===== src/rtl/sisc_pkg.sv =====
// Shared sisc definitions: frame header byte, loader state encoding,
// and the address/count widths used by pc, im and the loader.
package sisc_pkg;

    localparam logic [7:0] HDR_BYTE = 8'hA5;
    localparam int         ADDR_W   = 16;
    localparam int         CNT_W    = 16;

    typedef enum logic [2:0] {
        LD_IDLE    = 3'd0,
        LD_ADDR_HI = 3'd1,
        LD_ADDR_LO = 3'd2,
        LD_CNT_HI  = 3'd3,
        LD_CNT_LO  = 3'd4,
        LD_DATA    = 3'd5,
        LD_WRITE   = 3'd6,
        LD_CSUM    = 3'd7
    } ld_state_t;

endpackage


===== src/rtl/im_word_asm.sv =====
// 4-byte MSB-first word assembler.
// Ports: clk, rst_f (async active-low), clr (restart), shift (take din),
//        din (byte), word (assembled word incl. din), full (din is 4th byte).
module im_word_asm (
    input  logic        clk,
    input  logic        rst_f,
    input  logic        clr,
    input  logic        shift,
    input  logic [7:0]  din,
    output logic [31:0] word,
    output logic        full
);

    logic [23:0] sr;
    logic [1:0]  cnt;

    always_ff @(posedge clk or negedge rst_f) begin
        if (!rst_f) begin
            sr  <= '0;
            cnt <= '0;
        end else if (clr) begin
            sr  <= '0;
            cnt <= '0;
        end else if (shift) begin
            sr  <= {sr[15:0], din};
            cnt <= cnt + 2'd1;
        end
    end

    // The 4th byte is not stored; it is combined here so the
    // word is ready on the same edge that accepts it.
    assign word = {sr, din};
    assign full = shift && (cnt == 2'd3);

endmodule


===== src/rtl/im_loader.sv =====
// Instruction-memory loader: framed byte stream -> 32-bit im writes.
// Ports: CLK, RST_F (async active-low), IN_DATA/IN_VALID/IN_READY (byte
//        stream), IM_WE/IM_WADDR/IM_WDATA (im write port), CPU_RST_F
//        (core reset, active-low), DONE/ERR (sticky frame status).
module im_loader
    import sisc_pkg::*;
(
    input  logic              CLK,
    input  logic              RST_F,
    input  logic [7:0]        IN_DATA,
    input  logic              IN_VALID,
    output logic              IN_READY,
    output logic              IM_WE,
    output logic [ADDR_W-1:0] IM_WADDR,
    output logic [31:0]       IM_WDATA,
    output logic              CPU_RST_F,
    output logic              DONE,
    output logic              ERR
);

    ld_state_t         state_q, state_d;
    logic [ADDR_W-1:0] addr_q, addr_d;
    logic [CNT_W-1:0]  cnt_q, cnt_d;
    logic [7:0]        csum_q, csum_d;
    logic [ADDR_W-1:0] waddr_d;
    logic [31:0]       wdata_d;
    logic              we_d, done_d, err_d;
    logic              ready_d, cpu_d;
    logic              acc, clr, shift;
    logic [31:0]       word;
    logic              full;
    logic [CNT_W-1:0]  cnt_new;

    assign acc     = IN_VALID && IN_READY;
    assign cnt_new = {cnt_q[15:8], IN_DATA};

    im_word_asm u_asm (
        .clk   (CLK),
        .rst_f (RST_F),
        .clr   (clr),
        .shift (shift),
        .din   (IN_DATA),
        .word  (word),
        .full  (full)
    );

    always_ff @(posedge CLK or negedge RST_F) begin
        if (!RST_F) begin
            state_q   <= LD_IDLE;
            addr_q    <= '0;
            cnt_q     <= '0;
            csum_q    <= '0;
            IN_READY  <= 1'b1;
            IM_WE     <= 1'b0;
            IM_WADDR  <= '0;
            IM_WDATA  <= '0;
            CPU_RST_F <= 1'b0;
            DONE      <= 1'b0;
            ERR       <= 1'b0;
        end else begin
            state_q   <= state_d;
            addr_q    <= addr_d;
            cnt_q     <= cnt_d;
            csum_q    <= csum_d;
            IN_READY  <= ready_d;
            IM_WE     <= we_d;
            IM_WADDR  <= waddr_d;
            IM_WDATA  <= wdata_d;
            CPU_RST_F <= cpu_d;
            DONE      <= done_d;
            ERR       <= err_d;
        end
    end

    always_comb begin
        state_d = state_q;
        addr_d  = addr_q;
        cnt_d   = cnt_q;
        csum_d  = csum_q;
        we_d    = 1'b0;
        waddr_d = IM_WADDR;
        wdata_d = IM_WDATA;
        done_d  = DONE;
        err_d   = ERR;
        clr     = 1'b0;
        shift   = 1'b0;

        unique case (state_q)
            LD_IDLE: begin
                if (acc && IN_DATA == HDR_BYTE) begin
                    state_d = LD_ADDR_HI;
                    done_d  = 1'b0;
                    err_d   = 1'b0;
                    csum_d  = '0;
                    clr     = 1'b1;
                end
            end
            LD_ADDR_HI: begin
                if (acc) begin
                    addr_d  = {IN_DATA, addr_q[7:0]};
                    csum_d  = csum_q ^ IN_DATA;
                    state_d = LD_ADDR_LO;
                end
            end
            LD_ADDR_LO: begin
                if (acc) begin
                    addr_d  = {addr_q[15:8], IN_DATA};
                    csum_d  = csum_q ^ IN_DATA;
                    state_d = LD_CNT_HI;
                end
            end
            LD_CNT_HI: begin
                if (acc) begin
                    cnt_d   = {IN_DATA, cnt_q[7:0]};
                    csum_d  = csum_q ^ IN_DATA;
                    state_d = LD_CNT_LO;
                end
            end
            LD_CNT_LO: begin
                if (acc) begin
                    cnt_d   = cnt_new;
                    csum_d  = csum_q ^ IN_DATA;
                    state_d = (cnt_new != '0) ? LD_DATA : LD_CSUM;
                end
            end
            LD_DATA: begin
                if (acc) begin
                    shift  = 1'b1;
                    csum_d = csum_q ^ IN_DATA;
                    if (full) begin
                        state_d = LD_WRITE;
                        we_d    = 1'b1;
                        waddr_d = addr_q;
                        wdata_d = word;
                    end
                end
            end
            LD_WRITE: begin
                addr_d  = addr_q + 16'd1;
                cnt_d   = cnt_q - 16'd1;
                state_d = (cnt_q == 16'd1) ? LD_CSUM : LD_DATA;
            end
            LD_CSUM: begin
                if (acc) begin
                    state_d = LD_IDLE;
                    if (IN_DATA == csum_q) done_d = 1'b1;
                    else                   err_d  = 1'b1;
                end
            end
            default: state_d = LD_IDLE;
        endcase

        // Registered outputs track the state being entered.
        ready_d = (state_d != LD_WRITE);
        cpu_d   = (state_d == LD_IDLE) && !err_d;
    end

endmodule


===== config.mk =====
export PLATFORM = sky130hd
export DESIGN_NAME = im_loader
export DESIGN_NICKNAME = d
export VERILOG_FILES = /design/src/rtl/sisc_pkg.sv /design/src/rtl/im_word_asm.sv /design/src/rtl/im_loader.sv
export SDC_FILE = /design/constraint.sdc
export NUM_CORES = 1
export LEC_CHECK = 0
export BUFFER_PORTS_ARGS = -buffer_cell sky130_fd_sc_hd__buf_2
export CORE_MARGIN = 1
export CORE_UTILIZATION = 45
export DETAILED_ROUTE_END_ITERATION = 8
export PLACE_DENSITY = 0.74
export SKIP_CTS_REPAIR_TIMING = 1
export SYNTH_ARGS = -nofsm -noshare
export SYNTH_HDL_FRONTEND = slang
export SYNTH_SLANG_ARGS = --single-unit

===== constraint.sdc =====
create_clock -name CLK -period 2.89 [get_ports CLK]
set_input_delay 0.1445 -clock CLK [delete_from_list [all_inputs] [get_ports CLK]]
set_output_delay 0.1445 -clock CLK [all_outputs]
set_load 0.01 [all_outputs]

==> impl_metrics.yaml, run 1 <==
placed_design:
  placed_cells: 747
  place.gp.congestion: 0.869
  placed_area_sq_mm: 0.00640
  io_buffers: 63
  place_hpwl_microns: 9340
timing:
  tightest_slew_ns: 0.715
  fin_hold_ws_ns: 0.134
  fin_setup_tns_ns: 0
  rsz0062_at_grt: "false"
  finalSetupViolCount: 0
  relSlewSlack_pct: 52.0
  period_share_pct: 79.3
  final.setup_skew_ns: 0.00927
  clock.fmax_ghz: 0.436
  hold_viol: 0
  drv_slew: 0
  period_minus_slack_ns: 2.29
yosys:
  synth_cell_type_count: 63
  synth_enable_flop_cells: 0
  yosys.area.top_type_share_pct: 51.0
  syn_nets: 554
  avgSynthCellArea_sq_um: 11.0
  syn_inst: 539
  synth_area_leaders: "dfrtp_1 51%, mux2_2 8.7%, mux2i_1 4.2%"
  ys_warn_count: 0
  yosys_most_used_dff: "dfrtp_1"
  ys_seq_elements: 122
  yosys.area.top_type: "dfrtp_1"
  ys_async_sr_fraction_pct: 100
  synthesis.area_sq_mm: 0.00594
  yosysSeqAreaShare_pct: 51.4
run_status:
  status: "finished clean"
grt:
  grt_max_degree: 73
  grt_use_met3_pct: 6.13
  grt_pass1_vias: 4630
  grt.busiest_layer: "met2"
  antenna_found_initial: 0
  grtUsageTotal_pct: 23.0
  met1_usage_pct: 28.5
  grt_pass1_wl_microns: 23600
  grt_use_met2_pct: 37.7
  grt_overflow: 0
clocking:
  cts_tree: "built"
  clock_sinks: 122
  cts_buffers: 17
  clk_pin_slew_ns: 0.06
  clockBufferDepth: 2
  cts_root_buffer: "clkbuf_16"
  h-tree-depth: 4
  insertion_delay_ns: 0.42
floorplan:
  die_area_sq_mm: 0.0137
  start_util_pct: 46.7
  fp.dieW_microns: 117
  dieHeight_microns: 117
  num_rows: 41
  core_sq_mm: 0.0127
  io_pins: 64
power_and_ir_drop:
  p_leak_nw: 3.28
  clockPowerShare_pct: 28.5
  p_int_w: 0.00477
  pwr-share-comb_pct: 31.0
  sw_frac_of_total_pct: 37.2
  irDropWorstVdd_mv: 0.526
  seq_power_share_pct: 40.4
  powerDensity_mw_per_mm2: 1080
  power.switching_w: 0.00283
hold_path:
  hold_class: "in2reg"
  min_from: "IN_DATA[1]"
  holdPathEnd: "csum_q[1]"
  hold-path-cell-count: 3
worst_setup_path:
  worstSetupStartpointType: "register"
  arrival_ns: 2.59
  rr_endpoint: "u_asm.sr[1]"
  cp_cell_sequence: "or3_4 > nor4_4 > buf_4 > nor2_1"
  max_stage_delay_ns: 0.64
  crit_type: "reg2reg"
  r2r_setup_slack_ns: 0.60
  worst_path_max_delay_cell: "dfrtp_1"
  reg2reg_from: "state_q[0]"
  cp-end-kind: "register"
  cp.required_ns: 3.19
  worst-r2r-cell-count: 4
  cp_max_fo: 24
run:
  cap_viol_max_count: 0
final_layout:
  num_antenna_cells: 0
  syn_to_final_growth_pct: 18.2
  fin_nets: 610
  final_cell_area_sq_mm: 0.00702
  fillers: 1113
  drive_above_1_share_pct: 27.0
  final_cell_mix: "121 x dfrtp_1, 62 x buf_2, 46 x mux2_2, 41 x nor2_1, 28 x o21ai_0"
  mostFrequentLayoutCell: "dfrtp_1"
  instances_no_fill: 780
drt:
  wl_per_cell_microns: 18.7
  routed_wl_microns: 14600
  viasPerCell: 5.98
  drt_iter0_drc: 329
  drc_errors: 0
  first_pass_iters: 5
  ant_nets: 0
  route.vias.total: 4666
## layout make-up
cell class                 count  area [sq um]  share of cell area, %
clock inverter                13           158                   2.24
tap                          172           215                   3.06
multi-input combinational    365          2670                   38.0
sequential                   122          3050                   43.5
clock buffer                  19           453                   6.45
timing repair buffer          75           423                   6.02
inverter                      14          52.6                  0.748
## metal layers
layer | wire length, microns | share of wire [%]
met1 | 6200 | 43
met2 | 7190 | 49
met3 | 782 | 5.4
met4 | 401 | 2.8
met5 | 0 | 0
## state kept, by name, indices dropped and copies added, names as in the netlist, 2 cells and up
register,cells
cnt_q,16
u_asm.sr,24
csum_q,8
state_q,3
u_asm.cnt,2
IM_WDATA,32
addr_q,16
IM_WADDR,16
## stage by stage
step	total power, W	utilization [%]	setup WS (ns)
2_1_floorplan	0.00458	-	1.02
3_3_place_gp	0.00526	50.3	0.737
3_5_place_dp	0.00541	50.3	0.627
4_1_cts	0.00762	55.1	0.623
5_1_grt	0.00807	55.2	0.437
6_report	0.00760	55.2	0.598
## worst max-delay path: cells and delay by family, from the launching register on
kind | cells | cell delay [ns]
buffers and inverters | 1 | 0.38
DFF | 1 | 0.64
and+or+nand+nor | 3 | 1.16
## worst max-delay path by stage
stage / slack (ns) / to / startpoint
floorplan: 1.02 / csum_q[6] / IN_READY
global placement: 0.74 / u_asm.sr[20] / state_q[0]
detailed placement: 0.63 / u_asm.sr[1] / state_q[0]
CTS: 0.62 / u_asm.sr[1] / state_q[0]
global route: 0.44 / u_asm.sr[1] / state_q[0]
finish: 0.60 / u_asm.sr[1] / state_q[0]
## cell families (layout without fill, tap and decap cells)
group / after synthesis / after routing / synth area share, %
simple gates: 160 / 160 / 14.7
buf+inv: 52 / 121 / 3.71
compound gates: 117 / 117 / 14.3
fa+ha+maj: 4 / 4 / 0.842
flops: 122 / 122 / 51.4
xor+xnor: 9 / 9 / 1.33
mux: 75 / 75 / 13.7
## cells in the mapped netlist, types with 4 or more instances
library cell and instances:
mux2i_1 25, clkbuf_1 20, nor4_1 9, and2_1 4, buf_2 14, and3_1 7, o32a_1 9, o22ai_1 12
o21ai_0 28, a221oi_1 6, nor2_1 41, dfrtp_1 121, nand4_1 13, inv_1 14, xor2_1 8, o211ai_1 6
a32oi_1 5, o22a_1 6, ha_1 4, or4_1 4, and4_1 5, nand3b_1 4, nand3_1 20, nor3_1 8
mux2_1 4, a21oi_1 15, nand2_1 24, o311ai_0 4, mux2_2 46
## power by group through the flow
stage	sequential, W	combinational (W)	clock (W)
global route	0.00317	0.00261	0.00229
finish	0.00308	0.00236	0.00217
floorplan	0.00287	0.00171	0
detailed placement	0.00308	0.00233	0
CTS	0.00306	0.00236	0.00220
global placement	0.00304	0.00222	0
No activity file was read; power rests on OpenSTA's default activity.
==> run 2: changes to the inputs <==
--- a/config.mk
+++ b/config.mk
@@ -9,7 +9,7 @@
 export CORE_MARGIN = 1
 export CORE_UTILIZATION = 45
 export DETAILED_ROUTE_END_ITERATION = 8
-export PLACE_DENSITY = 0.74
+export PLACE_DENSITY = 0.76
 export SKIP_CTS_REPAIR_TIMING = 1
 export SYNTH_ARGS = -nofsm -noshare
 export SYNTH_HDL_FRONTEND = slang
==> constraint.sdc (replaced) <==
create_clock -name CLK -period 1.9 [get_ports CLK]
set_input_delay 0.095 -clock CLK [delete_from_list [all_inputs] [get_ports CLK]]
set_output_delay 0.095 -clock CLK [all_outputs]
set_load 0.01 [all_outputs]
==> run 2 against run 1 <==
Non-clock buffer count increased by 30. Combinational power is 73% higher. Fmax is 26% higher. Highest routed layer unchanged. Via count rose by 3.5%. Final cell count rose by 3.8%. Worst setup slack worse by 0.52 ns. Clock-buffer cell count decreased by 1.
==> impl_metrics.yaml, run 2 (synthesized netlist as in run 1, its figures left out) <==
grt:
  grtUsageTotal_pct: 23.8
  grt_pass1_vias: 4765
  grt_max_degree: 47
  grt.busiest_layer: "met2"
  grt_use_met2_pct: 38.5
  grt_overflow: 0
  antenna_found_initial: 0
  grt_use_met3_pct: 6.69
  grt_pass1_wl_microns: 24600
  met1_usage_pct: 30.5
clocking:
  insertion_delay_ns: 0.42
  cts_tree: "built"
  clock_sinks: 122
  cts_buffers: 17
  cts_root_buffer: "clkbuf_16"
  clk_pin_slew_ns: 0.06
  h-tree-depth: 4
  clockBufferDepth: 2
timing:
  finalSetupViolCount: 0
  period_share_pct: 95.7
  period_minus_slack_ns: 1.82
  drv_slew: 0
  fin_hold_ws_ns: 0.114
  relSlewSlack_pct: 65.4
  fin_setup_tns_ns: 0
  tightest_slew_ns: 0.519
  final.setup_skew_ns: 0.0108
  setup_ws_ns: 0.0824
  hold_viol: 0
  clock.fmax_ghz: 0.550
power_and_ir_drop:
  p_leak_nw: 3.46
  irDropWorstVdd_mv: 1.06
  powerDensity_mw_per_mm2: 1630
floorplan:
  core_sq_mm: 0.0127
  die_area_sq_mm: 0.0137
  io_pins: 64
  fp.dieW_microns: 117
  start_util_pct: 46.7
  num_rows: 41
  dieHeight_microns: 117
placed_design:
  place.gp.congestion: 0.870
  placed_area_sq_mm: 0.00668
  place_hpwl_microns: 10300
  placed_cells: 777
  io_buffers: 63
  pre_cts_ws_ns: 0.0684
final_layout:
  largest_reg_flops: 32
  top_register: "IM_WDATA"
  fin_nets: 640
  final_cell_area_sq_mm: 0.00733
  drive_above_1_share_pct: 30.9
  syn_to_final_growth_pct: 23.4
  final_cell_mix: "121 x dfrtp_1, 62 x buf_2, 46 x mux2_2, 41 x nor2_1, 37 x buf_4"
  instances_no_fill: 810
  mostFrequentLayoutCell: "dfrtp_1"
  fillers: 1091
  num_antenna_cells: 0
  largest_registers: "IM_WDATA: 32 flops, u_asm.sr: 24 flops"
drt:
  drc_errors: 0
  routed_wl_microns: 15000
  route.vias.total: 4831
  wl_per_cell_microns: 18.5
  ant_nets: 0
  drt_iter0_drc: 336
  viasPerCell: 5.96
  first_pass_iters: 5
worst_setup_path:
  max_stage_delay_ns: 0.47
  cp.required_ns: 2.21
  cp_cell_sequence: "ha_1 > nand4_1 > nor4_4 > o21ai_0 > a21o_1"
  worst_path_max_delay_cell: "dfrtp_1"
  cp-end-kind: "register"
  worstSetupStartpointType: "register"
  cp_max_fo: 7
  arrival_ns: 2.13
  crit_type: "reg2reg"
run:
  cap_viol_max_count: 0
hold_path:
  hold_class: "in2reg"
run_status:
  status: "finished clean"
==> run 2: cell types whose count changed in the layout (fill, tap and decap cells not counted), sizes merged <==
cell,previous run,this run
buf,74,104
bufinv,2,3
clkbuf,19,18
clkinv,6,5
clkinvlp,0,1
==> run 2: critical path: cells and delay by family, from the launching register on <==
kind | cells | cell delay (ns)
AOI/OAI and AO/OA | 2 | 0.34
adders and majority gates | 1 | 0.28
DFF | 1 | 0.47
and+or+nand+nor | 2 | 0.61
==> run 2: final cells by class <==
cell class | instances | area (sq um) | area share [%]
Clock buffer | 18 | 439 | 5.99
Tap cell | 172 | 215 | 2.93
Sequential cell | 122 | 3050 | 41.6
Timing Repair Buffer | 105 | 698 | 9.52
Clock inverter | 14 | 186 | 2.54
Multi-Input combinational cell | 365 | 2690 | 36.6
Inverter | 14 | 52.6 | 0.717
==> run 2: through the flow <==
step	utilization [%]	power [W]
after global routing	57.6	0.0127
final	57.6	0.0120
after global placement	52.5	0.00828
after detailed placement	52.5	0.00853
after CTS	57.4	0.0120
after floorplan	-	0.00697
==> run 2: worst paths after layout <==
check                        startpoint            to  slack (ns)  cells after the start
max reg2reg                   addr_q[0]    addr_q[14]        0.08                      5
max in group asynchronous         RST_F  u_asm.sr[17]        1.05                      3
max                           addr_q[0]    addr_q[14]        0.08                      5
min reg2reg                IM_WDATA[24]  IM_WDATA[24]        0.49                      1
min                          IN_DATA[7]    addr_q[15]        0.11                      3
min in group asynchronous         RST_F   IM_WADDR[0]        0.19                      2
==> run 2: routing by layer <==
layer / share of wire (%) / vias up
met1: 42 / 2408
li1: - / 2186
met5: 0 / -
met3: 6.6 / 36
met2: 49 / 201
met4: 2.5 / 0
==> run 2: power by group <==
| part | total, W | internal [W] | switching, W |
|---|---|---|---|
| registers | 0.00448 | 0.00358 | 0.000899 |
| logic | 0.00408 | 0.00188 | 0.00221 |
| clock network | 0.00341 | 0.00213 | 0.00128 |
==> run 3: changes to the inputs <==
--- a/config.mk
+++ b/config.mk
@@ -5,11 +5,13 @@
 export SDC_FILE = /design/constraint.sdc
 export NUM_CORES = 1
 export LEC_CHECK = 0
+export ABC_AREA = 1
 export BUFFER_PORTS_ARGS = -buffer_cell sky130_fd_sc_hd__buf_2
 export CORE_MARGIN = 1
 export CORE_UTILIZATION = 45
 export DETAILED_ROUTE_END_ITERATION = 8
-export PLACE_DENSITY = 0.76
+export GPL_ROUTABILITY_DRIVEN = 0
+export PLACE_DENSITY = 0.74
 export SKIP_CTS_REPAIR_TIMING = 1
 export SYNTH_ARGS = -nofsm -noshare
 export SYNTH_HDL_FRONTEND = slang
==> constraint.sdc (replaced) <==
create_clock -name CLK -period 2.3 [get_ports CLK]
set_input_delay 0.115 -clock CLK [delete_from_list [all_inputs] [get_ports CLK]]
set_output_delay 0.115 -clock CLK [all_outputs]
set_load 0.01 [all_outputs]
==> run 3 against run 2 <==
Routed wire length down 4.2%. Final cell count up 28%. Die area rose by 0.48%. Worst setup slack improved by 0.33 ns. Sequential cell count did not move. Clock skew down 0.0045 ns. Clock-buffer cell count grew 1. Power down 24%. Clock power decreased by 26%. Via count is 9.3% higher. Critical path depth up 1. First-iteration DRC count grew 43%. Largest cell class unchanged.
==> impl_metrics.yaml, run 3 <==
worst_setup_path:
  worstSetupStartpointType: "register"
  endpoint: "csum_q[7]"
  reg2reg_from: "IN_READY"
  cp_cell_sequence: "nand2_2 > clkinv_1 > nand2_1 > nand3b_1 > nand2_1 > o21ai_0"
  cp.required_ns: 2.58
  worst_path_max_delay_cell: "dfstp_2"
  cp_common_cell: "nand2_1"
  critPathLaunch: "IN_READY"
  rr_endpoint: "csum_q[7]"
  cp_max_fo: 16
  worst-r2r-cell-count: 6
  r2r_setup_slack_ns: 0.41
  cp-end-kind: "register"
  max_stage_delay_ns: 0.53
  crit_type: "reg2reg"
  arrival_ns: 2.17
final_layout:
  post-route-util_pct: 55.4
  fin_nets: 864
  largest_reg_flops: 32
  register_area_sq_mm: 0.00305
  largest_registers: "IM_WDATA: 32 flops, u_asm.sr: 24 flops"
  final_cell_area_sq_mm: 0.00707
  multiInputGateArea_sq_mm: 0.00239
  num_antenna_cells: 0
  top_register: "IM_WDATA"
  mostFrequentLayoutCell: "nand2_1"
  syn_to_final_growth_pct: 18.5
  drive_above_1_share_pct: 14.5
  fillers: 1153
  final_cell_mix: "206 x nand2_1, 121 x dfrtp_1, 105 x inv_1, 81 x nor2_1, 62 x buf_2"
timing:
  period_minus_slack_ns: 1.89
  finalSetupViolCount: 0
  drv_slew: 0
  setup_ws_ns: 0.411
  final.setup_skew_ns: 0.00631
  hold_viol: 0
  period_share_pct: 82.2
  tightest_slew_ns: 0.530
  relSlewSlack_pct: 64.6
  fin_setup_tns_ns: 0
  rsz0062_at_grt: "false"
  clock.fmax_ghz: 0.529
power_and_ir_drop:
  sw_frac_of_total_pct: 39.0
  p_int_w: 0.00554
  p_total_w: 0.00908
  pwr-share-comb_pct: 33.5
  p_leak_nw: 3.74
  seq_power_share_pct: 38.9
  clockPowerShare_pct: 27.6
  powerDensity_mw_per_mm2: 1280
  irDropWorstVdd_mv: 0.451
  power.switching_w: 0.00354
grt:
  grt_pass1_wl_microns: 23400
  antenna_found_initial: 0
  grt_overflow: 0
  grt.busiest_layer: "met2"
  grt_pass1_vias: 4771
  grt_use_met2_pct: 33.9
  grtUsageTotal_pct: 22.5
  grt_max_degree: 67
  grt_use_met3_pct: 5.10
  met1_usage_pct: 31.6
clocking:
  cts_root_buffer: "clkbuf_16"
  cts_buffers: 17
  clk_pin_slew_ns: 0.06
  h-tree-depth: 4
  cts_tree: "built"
  clockBufferDepth: 2
  insertion_delay_ns: 0.42
  clock_sinks: 122
drt:
  ant_nets: 0
  wl_per_cell_microns: 13.9
  drt_iter0_drc: 480
  viasPerCell: 5.11
  route.vias.total: 5281
  first_pass_iters: 5
  routed_wl_microns: 14300
  drc_errors: 0
floorplan:
  num_rows: 41
  start_util_pct: 46.7
  core_sq_mm: 0.0128
  die_area_sq_mm: 0.0137
  io_pins: 64
  fp.dieW_microns: 117
  dieHeight_microns: 117
yosys:
  yosys_most_used_dff: "dfrtp_1"
  yosysMostFrequentCell: "nand2_1"
  yosys.area.top_type: "dfrtp_1"
  synth_cell_type_count: 32
  yosysSeqAreaShare_pct: 51.2
  yosys.area.top_type_share_pct: 50.7
  ys_warn_count: 0
  synthesis.area_sq_mm: 0.00597
  avgSynthCellArea_sq_um: 7.68
  synth_common_cells: "206 x nand2_1, 121 x dfrtp_1, 105 x inv_1"
  syn_inst: 777
  synth_enable_flop_cells: 0
  syn_nets: 792
  ys_seq_elements: 122
  ys_async_sr_fraction_pct: 100
  synth_area_leaders: "dfrtp_1 51%, nand2_1 13%, inv_1 6.6%"
hold_path:
  hold_class: "in2reg"
  min_from: "IN_DATA[2]"
run:
  cap_viol_max_count: 0
placed_design:
  place_hpwl_microns: 9940
  io_buffers: 63
  placed_area_sq_mm: 0.00650
  pre_cts_ws_ns: 0.497
run_status:
  status: "finished clean"
-- run 3: area by class of cell --
cell class                 instances  area share (%)
timing repair buffer              75            6.15
clock buffer                      19            6.26
tap                              172            3.04
sequential                       122            43.2
clock inverter                    13            1.68
inverter                         112            5.94
multi-input combinational        521            33.7
-- run 3: per-layer routing --
| metal | wire, microns | vias to the layer above |
|---|---|---|
| met5 | 0 | - |
| met4 | 249 | 0 |
| met3 | 932 | 22 |
| met2 | 6420 | 164 |
| met1 | 6740 | 2456 |
| li1 | - | 2639 |
-- run 3: cells by family (layout without fill, tap and decap cells) --
group / count (synthesis) / in the layout / synth area share [%]
xor+xnor: 3 / 3 / 0.440
compound gates: 151 / 151 / 13.7
fa+ha+maj: 4 / 4 / 0.838
buf+inv: 134 / 219 / 8.85
simple gates: 363 / 363 / 25.0
flops: 122 / 122 / 51.2
-- run 3: worst min path at each step --
stage	end	slack [ns]	depth (start not counted)
after floorplan	CPU_RST_F	-0.18	0
after global placement	cnt_q[14]	0.06	1
after detailed placement	CPU_RST_F	0.06	1
after CTS	csum_q[1]	-0.39	1
after global routing	addr_q[2]	0.05	3
final	addr_q[2]	0.04	3
-- run 3: metrics by stage --
| stage | hold slack, ns | instances |
|---|---|---|
| 6_report | 0.0427 | 1034 |
| 4_1_cts | -0.393 | 1033 |
| 3_3_place_gp | 0.0561 | 1001 |
| 5_1_grt | 0.0475 | 1034 |
| 2_1_floorplan | -0.181 | 777 |
| 3_5_place_dp | 0.0580 | 1001 |
-- run 3: power groups by stage --
stage | combinational (W) | sequential (W) | clock [W]
4_1_cts | 0.00304 | 0.00352 | 0.00254
5_1_grt | 0.00352 | 0.00363 | 0.00264
2_1_floorplan | 0.00204 | 0.00355 | 0
3_5_place_dp | 0.00300 | 0.00355 | 0
6_report | 0.00304 | 0.00353 | 0.00251
3_3_place_gp | 0.00294 | 0.00353 | 0
-- run 3: critical path, delay by kind of cell, from the launching register on --
kind | cells | cell delay [ns]
AOI/OAI and AO/OA | 1 | 0.17
buffers and inverters | 1 | 0.23
DFF | 1 | 0.53
and+or+nand+nor | 4 | 0.80
